### config.mk
export PLATFORM = sky130hd
export DESIGN_NAME = queue_dispatch_flat
export DESIGN_NICKNAME = d
export VERILOG_FILES = /design/src/rtl/queue_dispatch_if.sv /design/src/rtl/queue_dispatch.sv /design/src/flat_wrapper.sv
export SDC_FILE = /design/constraint.sdc
export NUM_CORES = 1
export LEC_CHECK = 0
export CORE_MARGIN = 3
export CORE_UTILIZATION = 55
export CTS_CLUSTER_DIAMETER = 30
export CTS_CLUSTER_SIZE = 8
export DETAILED_ROUTE_END_ITERATION = 10
export DONT_BUFFER_PORTS = 1
export GPL_TIMING_DRIVEN = 1
export PLACE_DENSITY = 0.7
export SLEW_MARGIN = 5
export SYNTH_ARGS = -nofsm -noshare
export SYNTH_HDL_FRONTEND = slang
export SYNTH_SLANG_ARGS = --single-unit
### constraint.sdc
create_clock -name clk -period 4 [get_ports clk]
set_clock_uncertainty 0.2 [all_clocks]
set_input_delay 0.8 -clock clk [delete_from_list [all_inputs] [get_ports clk]]
set_output_delay 0.8 -clock clk [all_outputs]
set_load 0.02 [all_outputs]
### src/rtl/queue_dispatch_if.sv
// Bundle of the dispatcher's data-path signals.
//
// Parameters:
//   QUEUE_QUANTITY - number of source FIFOs
//   DATA_BITS      - word width per FIFO
//
// Signals (direction as seen by the dispatcher, i.e. the slave modport):
//   enb            in   block enable; low blocks new pops only
//   selector       in   queue index granted by the upstream arbiter
//   sel_valid      in   grant valid
//   buf_empty      in   per-FIFO empty flags
//   fifo_data      in   concatenated FIFO read ports, queue q at [q*DATA_BITS +: DATA_BITS]
//   ready_in       in   downstream ready
//   pop            out  one-hot FIFO read strobes
//   data_out       out  head word of the output buffer
//   qid_out        out  source queue of data_out
//   valid_out      out  data_out/qid_out valid
//   dispatch_count out  per-queue 16-bit dispatched-word counters
//
// The master modport is the environment side (FIFOs, arbiter and downstream sink).

interface queue_dispatch_if #(
    parameter int unsigned QUEUE_QUANTITY = 4,
    parameter int unsigned DATA_BITS      = 8
);
    localparam int unsigned SEL_BITS = (QUEUE_QUANTITY > 1) ? $clog2(QUEUE_QUANTITY) : 1;

    logic                                enb;
    logic [SEL_BITS-1:0]                 selector;
    logic                                sel_valid;
    logic [QUEUE_QUANTITY-1:0]           buf_empty;
    logic [QUEUE_QUANTITY*DATA_BITS-1:0] fifo_data;
    logic                                ready_in;
    logic [QUEUE_QUANTITY-1:0]           pop;
    logic [DATA_BITS-1:0]                data_out;
    logic [SEL_BITS-1:0]                 qid_out;
    logic                                valid_out;
    logic [QUEUE_QUANTITY*16-1:0]        dispatch_count;

    modport master (
        output enb, selector, sel_valid, buf_empty, fifo_data, ready_in,
        input  pop, data_out, qid_out, valid_out, dispatch_count
    );

    modport slave (
        input  enb, selector, sel_valid, buf_empty, fifo_data, ready_in,
        output pop, data_out, qid_out, valid_out, dispatch_count
    );
endinterface

### src/rtl/queue_dispatch.sv
// Queue dispatcher: pops the FIFO granted by an external round-robin arbiter,
// captures the word one cycle later (FIFO read latency 1) and presents it,
// tagged with its source queue, through a 2-entry output buffer with a
// valid/ready handshake. Sustains one word per cycle when downstream is ready.
//
// Ports:
//   clk  - clock, all logic on the rising edge
//   rst  - synchronous active-high reset
//   bus  - queue_dispatch_if.slave (enb, selector, sel_valid, buf_empty,
//          fifo_data, ready_in in; pop, data_out, qid_out, valid_out,
//          dispatch_count out)
//
// Optional feature: define QUEUE_DISPATCH_COUNTERS_EN to build per-queue
// 16-bit wrapping dispatch counters; otherwise dispatch_count is tied to 0.

module queue_dispatch #(
    parameter int unsigned QUEUE_QUANTITY = 4,
    parameter int unsigned DATA_BITS      = 8
) (
    input logic              clk,
    input logic              rst,
    queue_dispatch_if.slave  bus
);
    localparam int unsigned SEL_BITS = (QUEUE_QUANTITY > 1) ? $clog2(QUEUE_QUANTITY) : 1;

    typedef logic [SEL_BITS-1:0]  sel_t;
    typedef logic [DATA_BITS-1:0] word_t;

    // ------------------------------------------------------------------
    // Pop request
    // ------------------------------------------------------------------
    logic       sel_in_range;
    logic       rd_en;       // downstream handshake this cycle
    logic       wr_en;       // in-flight word captured this cycle
    logic       pop_ok;
    logic [2:0] level;       // committed slots after this cycle's read

    logic       in_flight_q;
    sel_t       tag_q;
    logic [1:0] occ_q;
    logic [1:0] occ_d;
    logic       rd_ptr_q;
    logic       wr_ptr_q;
    word_t      word_mem_q [2];
    sel_t       tag_mem_q  [2];
    word_t      cap_word;

    assign sel_in_range = 32'(bus.selector) < QUEUE_QUANTITY;
    assign rd_en        = bus.valid_out && bus.ready_in;
    assign wr_en        = in_flight_q;

    // Occupancy plus the word already in flight, minus what leaves now. Keeping
    // this below 2 guarantees the buffer has room when the popped word lands.
    assign level = {1'b0, occ_q} + {2'b00, in_flight_q} - {2'b00, rd_en};

    assign pop_ok = !rst && bus.enb && bus.sel_valid && sel_in_range &&
                    !bus.buf_empty[bus.selector] && (level < 3'd2);

    always_comb begin
        bus.pop = '0;
        if (pop_ok) begin
            bus.pop[bus.selector] = 1'b1;
        end
    end

    // FIFO read data arrives one cycle after the pop, on the tagged slice.
    assign cap_word = bus.fifo_data[tag_q*DATA_BITS +: DATA_BITS];

    // ------------------------------------------------------------------
    // In-flight tracking
    // ------------------------------------------------------------------
    always_ff @(posedge clk) begin
        if (rst) begin
            in_flight_q <= 1'b0;
            tag_q       <= '0;
        end else begin
            in_flight_q <= pop_ok;
            if (pop_ok) begin
                tag_q <= bus.selector;
            end
        end
    end

    // ------------------------------------------------------------------
    // 2-entry output buffer of {tag, word}
    // ------------------------------------------------------------------
    always_comb begin
        occ_d = occ_q;
        unique case ({wr_en, rd_en})
            2'b10:   occ_d = occ_q + 2'd1;
            2'b01:   occ_d = occ_q - 2'd1;
            default: occ_d = occ_q;
        endcase
    end

    always_ff @(posedge clk) begin
        if (rst) begin
            occ_q         <= 2'd0;
            rd_ptr_q      <= 1'b0;
            wr_ptr_q      <= 1'b0;
            word_mem_q[0] <= '0;
            word_mem_q[1] <= '0;
            tag_mem_q[0]  <= '0;
            tag_mem_q[1]  <= '0;
        end else begin
            occ_q <= occ_d;
            if (wr_en) begin
                word_mem_q[wr_ptr_q] <= cap_word;
                tag_mem_q[wr_ptr_q]  <= tag_q;
                wr_ptr_q             <= ~wr_ptr_q;
            end
            if (rd_en) begin
                rd_ptr_q <= ~rd_ptr_q;
            end
        end
    end

    // The pop gate makes this unreachable; firing means the gate is broken.
    always_ff @(posedge clk) begin
        if (!rst) begin
            assert (!(wr_en && !rd_en && occ_q == 2'd2))
                else $error("queue_dispatch: output buffer overflow");
        end
    end

    assign bus.valid_out = (occ_q != 2'd0);
    assign bus.data_out  = word_mem_q[rd_ptr_q];
    assign bus.qid_out   = tag_mem_q[rd_ptr_q];

    // ------------------------------------------------------------------
    // Dispatch counters
    // ------------------------------------------------------------------
`ifdef QUEUE_DISPATCH_COUNTERS_EN
    logic [15:0] cnt_q [QUEUE_QUANTITY];

    always_ff @(posedge clk) begin
        if (rst) begin
            for (int q = 0; q < int'(QUEUE_QUANTITY); q++) begin
                cnt_q[q] <= 16'd0;
            end
        end else begin
            for (int q = 0; q < int'(QUEUE_QUANTITY); q++) begin
                if (bus.pop[q]) begin
                    cnt_q[q] <= cnt_q[q] + 16'd1;  // wraps FFFF -> 0
                end
            end
        end
    end

    always_comb begin
        bus.dispatch_count = '0;
        for (int q = 0; q < int'(QUEUE_QUANTITY); q++) begin
            bus.dispatch_count[q*16 +: 16] = cnt_q[q];
        end
    end
`else
    assign bus.dispatch_count = '0;
`endif

endmodule

### src/flat_wrapper.sv
// flat-port wrapper written by rule: the top's interface ports become plain ports
module queue_dispatch_flat 
#(
    parameter int unsigned QUEUE_QUANTITY = 4,
    parameter int unsigned DATA_BITS      = 8
)
  (clk, rst, bus_enb, bus_selector, bus_sel_valid, bus_buf_empty, bus_fifo_data, bus_ready_in, bus_pop, bus_data_out, bus_qid_out, bus_valid_out, bus_dispatch_count);
  queue_dispatch_if #(.QUEUE_QUANTITY(QUEUE_QUANTITY), .DATA_BITS(DATA_BITS)) bus_i ();
  input logic clk;
  input logic rst;
  input wire logic [$bits(bus_i.enb)-1:0] bus_enb;
  input wire logic [$bits(bus_i.selector)-1:0] bus_selector;
  input wire logic [$bits(bus_i.sel_valid)-1:0] bus_sel_valid;
  input wire logic [$bits(bus_i.buf_empty)-1:0] bus_buf_empty;
  input wire logic [$bits(bus_i.fifo_data)-1:0] bus_fifo_data;
  input wire logic [$bits(bus_i.ready_in)-1:0] bus_ready_in;
  output wire logic [$bits(bus_i.pop)-1:0] bus_pop;
  output wire logic [$bits(bus_i.data_out)-1:0] bus_data_out;
  output wire logic [$bits(bus_i.qid_out)-1:0] bus_qid_out;
  output wire logic [$bits(bus_i.valid_out)-1:0] bus_valid_out;
  output wire logic [$bits(bus_i.dispatch_count)-1:0] bus_dispatch_count;
  assign bus_i.enb = bus_enb;
  assign bus_i.selector = bus_selector;
  assign bus_i.sel_valid = bus_sel_valid;
  assign bus_i.buf_empty = bus_buf_empty;
  assign bus_i.fifo_data = bus_fifo_data;
  assign bus_i.ready_in = bus_ready_in;
  assign bus_pop = bus_i.pop;
  assign bus_data_out = bus_i.data_out;
  assign bus_qid_out = bus_i.qid_out;
  assign bus_valid_out = bus_i.valid_out;
  assign bus_dispatch_count = bus_i.dispatch_count;
  queue_dispatch #(.QUEUE_QUANTITY(QUEUE_QUANTITY), .DATA_BITS(DATA_BITS)) u_core (.clk(clk), .rst(rst), .bus(bus_i));
endmodule
==> flow_summary.yaml <==
pwr:
  p_leak_uw: 0.000759
  power_uw: 681
  p_sw_uw: 204
  power.internal_uw: 477
  comb_power_share_pct: 22.8
  ir_drop_mv: 0.134
  powerDensity_nw_per_um2: 365
  p_clk_share_pct: 26.6
  sw_frac_of_total_pct: 29.9
  p_seq_share_pct: 50.6
timing:
  max_freq_ghz: 0.263
  report.final.slew_viol_count: 0
  grt_setup_unrepaired: "no"
  slew_headroom_pct: 51.3
  setup_viol: 0
  tightest_slew_ns: 0.725
  fin_crit_ns: 3.81
  min_period_over_period_pct: 95.1
  finalHoldViolCount: 0
floorplan:
  start_util_pct: 58.1
  core_um2: 3420
  die_w_um: 66.1
  ios: 122
  rows: 21
  die_h_um: 66.1
  fp.dieArea_um2: 4370
critical_path:
  cp_slowest_stage_delay_ns: 0.53
  r2r_setup_slack_ns: 1.38
  arrival_ns: 2.81
  r2r_end: "u_core.tag_q[0]"
  r2r_start: "u_core.occ_q[1]"
  start_kind: "flop"
  cp_max_fo: 7
  cp-end-kind: "output pin"
  required_ns: 3.00
  worstSetupPathType: "flop to output pin"
  rr_worst_depth: 7
  crit_slowest_cell: "fa_1"
  path_cells: "o21a_1, ha_1, nand2b_1, fa_1, nand4b_4, or2_1, nor4_1, buf_4"
min_path:
  hold_path.class: "input port to flop"
  holdPathEnd: "u_core.occ_q[1]"
  holdPathStages: 1
  hp-start: "rst"
cts:
  htree_levels: 1
  cts-root-buf: "clkbuf_4"
  path_clk_slew_ns: 0.14
  cts_max_path_buffers: 2
  tritoncts: "done"
  cts_buffers: 3
  cts_hold_buf: 0
  cts.sinks: 28
  clk_latency_ns: 0.32
routing:
  wl_met2_um: 1700
  top_layer_used: "met3"
  antenna_left: 0
  drt_iter0_markers: 21
  num_vias: 1052
  drcViolationCount: 0
  drtPass1Iterations: 4
  wl_per_cell_um: 13.8
  routed_wl_um: 3100
  vias_per_cell: 4.68
  wl_met1_um: 1080
  met3_length_um: 317
placed_design:
  port_buffers: 0
  placed_cell_area_um2: 1800
  dp_cells: 221
  dpl.hpwl_um: 2500
  place_congestion: 0.739
global_route:
  track_usage_pct: 13.9
  grt_max_degree: 17
  antenna_found_initial: 0
  grt_pass1_wl_um: 4570
  grt_overflow: 0
  grt_pass1_vias: 975
synthesis:
  yosys_warnings: 0
  synthArstFlopShare_pct: 0
  synth-edff-count: 20
  synth_seq_area_share_pct: 38.3
  ys_ff_latch: 28
  syn_avg_cell_area_um2: 11.2
  synth_cells: 177
  synthTopCellsByArea: "edfxtp_1, buf_4, mux4_2, dfxtp_1, mux2_2"
  synth_cell_types: 31
  synth_area_um2: 1990
  synth.most_common_cell: "buf_4"
  synth_ff_type: "edfxtp_1"
  synth_top_cells_by_count: "buf_4, edfxtp_1, mux2_2"
  yosysTopAreaCell: "edfxtp_1"
  synth_top_area_share_pct: 30.2
final_layout:
  drive_gt1_share_pct: 17.9
  postLayoutCellArea_um2: 1860
  fin_cells: 225
  areaGrowthSynthToFinish_pct: -6.11
  nets: 226
  diodes: 0
run_status:
  status: "finished clean"
job:
  cap_violations: 0
==> timing repair <==
action                     CTS  global route
gates resized for setup      0             2
setup endpoints to repair    0             1
buffers inserted             0             0
==> final cells by class <==
type	count	area (µm²)
Fill cell	308	1550
Tap cell	46	57.6
Clock inverter	1	30.0
Multi-Input combinational cell	136	932
Clock buffer	3	22.5
Timing Repair Buffer	5	37.5
Sequential cell	28	762
Inverter	6	22.5
==> stage by stage <==
step	utilization (%)	TNS, ns	worst slack [ns]	hold slack (ns)
after global placement	52.8	0	0.260	0.305
after global routing	54.6	0	0.0367	0.301
after CTS	54.4	0	0.113	0.307
after detailed placement	52.8	0	0.185	0.310
final	54.6	0	0.194	0.325
after floorplan	-	-0.121	-0.0302	0.281
==> flip-flops by register name, summed over array words and instances (netlist names), named ones only <==
register,flops
u_core.occ_q,2
u_core.rd_ptr_q,1
u_core.word_mem_q,16
u_core.wr_ptr_q,1
u_core.tag_q,2
u_core.tag_mem_q,4
u_core.in_flight_q,1
==> critical path, delay by kind of cell (launching register included) <==
kind	cells	cell delay [ns]
buffers and inverters	1	0.19
DFF	1	0.38
and+or+nand+nor	4	0.82
adders and majority gates	2	0.86
AOI/OAI and AO/OA	1	0.23
==> cell families (layout without fill, tap and decap cells) <==
family                   count (synthesis)  in the layout  share of synthesized area, %
buffers and inverters                   76             15                          27.0
AND/OR/NAND/NOR                         37             37                          11.4
flip-flops                              28             28                          38.3
multiplexers                            19             19                          15.9
AO/OA/AOI/OAI                            8              8                          2.77
XOR/XNOR                                 5              5                          2.21
adder cells (fa/ha/maj)                  3              3                          2.27
other                                    1             64                         0.189
==> how the worst max path moves through the flow <==
stage	startpoint	end	slack [ns]	cells past startpoint
2_1_floorplan	bus_ready_in	bus_pop[0]	-0.03	8
3_3_place_gp	bus_ready_in	bus_pop[0]	0.26	8
3_5_place_dp	bus_ready_in	bus_pop[1]	0.18	8
4_1_cts	u_core.occ_q[1]	bus_pop[1]	0.11	8
5_1_grt	u_core.occ_q[0]	bus_pop[0]	0.04	8
6_report	u_core.occ_q[1]	bus_pop[3]	0.19	8
==> power groups by stage <==
| stage | logic, µW | clock network (µW) | registers, µW |
|---|---|---|---|
| 6_report | 156 | 181 | 345 |
| 5_1_grt | 168 | 194 | 348 |
| 4_1_cts | 155 | 187 | 345 |
| 3_5_place_dp | 154 | 0 | 352 |
| 3_3_place_gp | 151 | 0 | 351 |
| 2_1_floorplan | 199 | 0 | 340 |
==> layout by cell type (no fill, tap or decap), types with 2 or more instances in the layout <==
master,synthesis,layout
and2_1,8,8
buf_4,64,5
clkbuf_4,0,3
conb_1,1,64
dfxtp_1,8,7
edfxtp_1,20,20
ha_1,2,2
inv_1,6,6
mux2_2,10,10
mux4_2,9,9
nor2_1,7,7
nor2b_1,8,8
nor4_1,6,5
o21ai_0,2,2
o311ai_1,2,2
o31ai_1,2,2
xnor2_1,3,3
xor2_1,2,2
==> routing by layer <==
metal | track usage (%) | up-vias
met5 | 0 | -
met4 | 6.09 | 0
met3 | 1.70 | 0
met2 | 26.4 | 75
met1 | 15.0 | 492
li1 | - | 485
No activity file was read; power rests on OpenSTA's default activity.
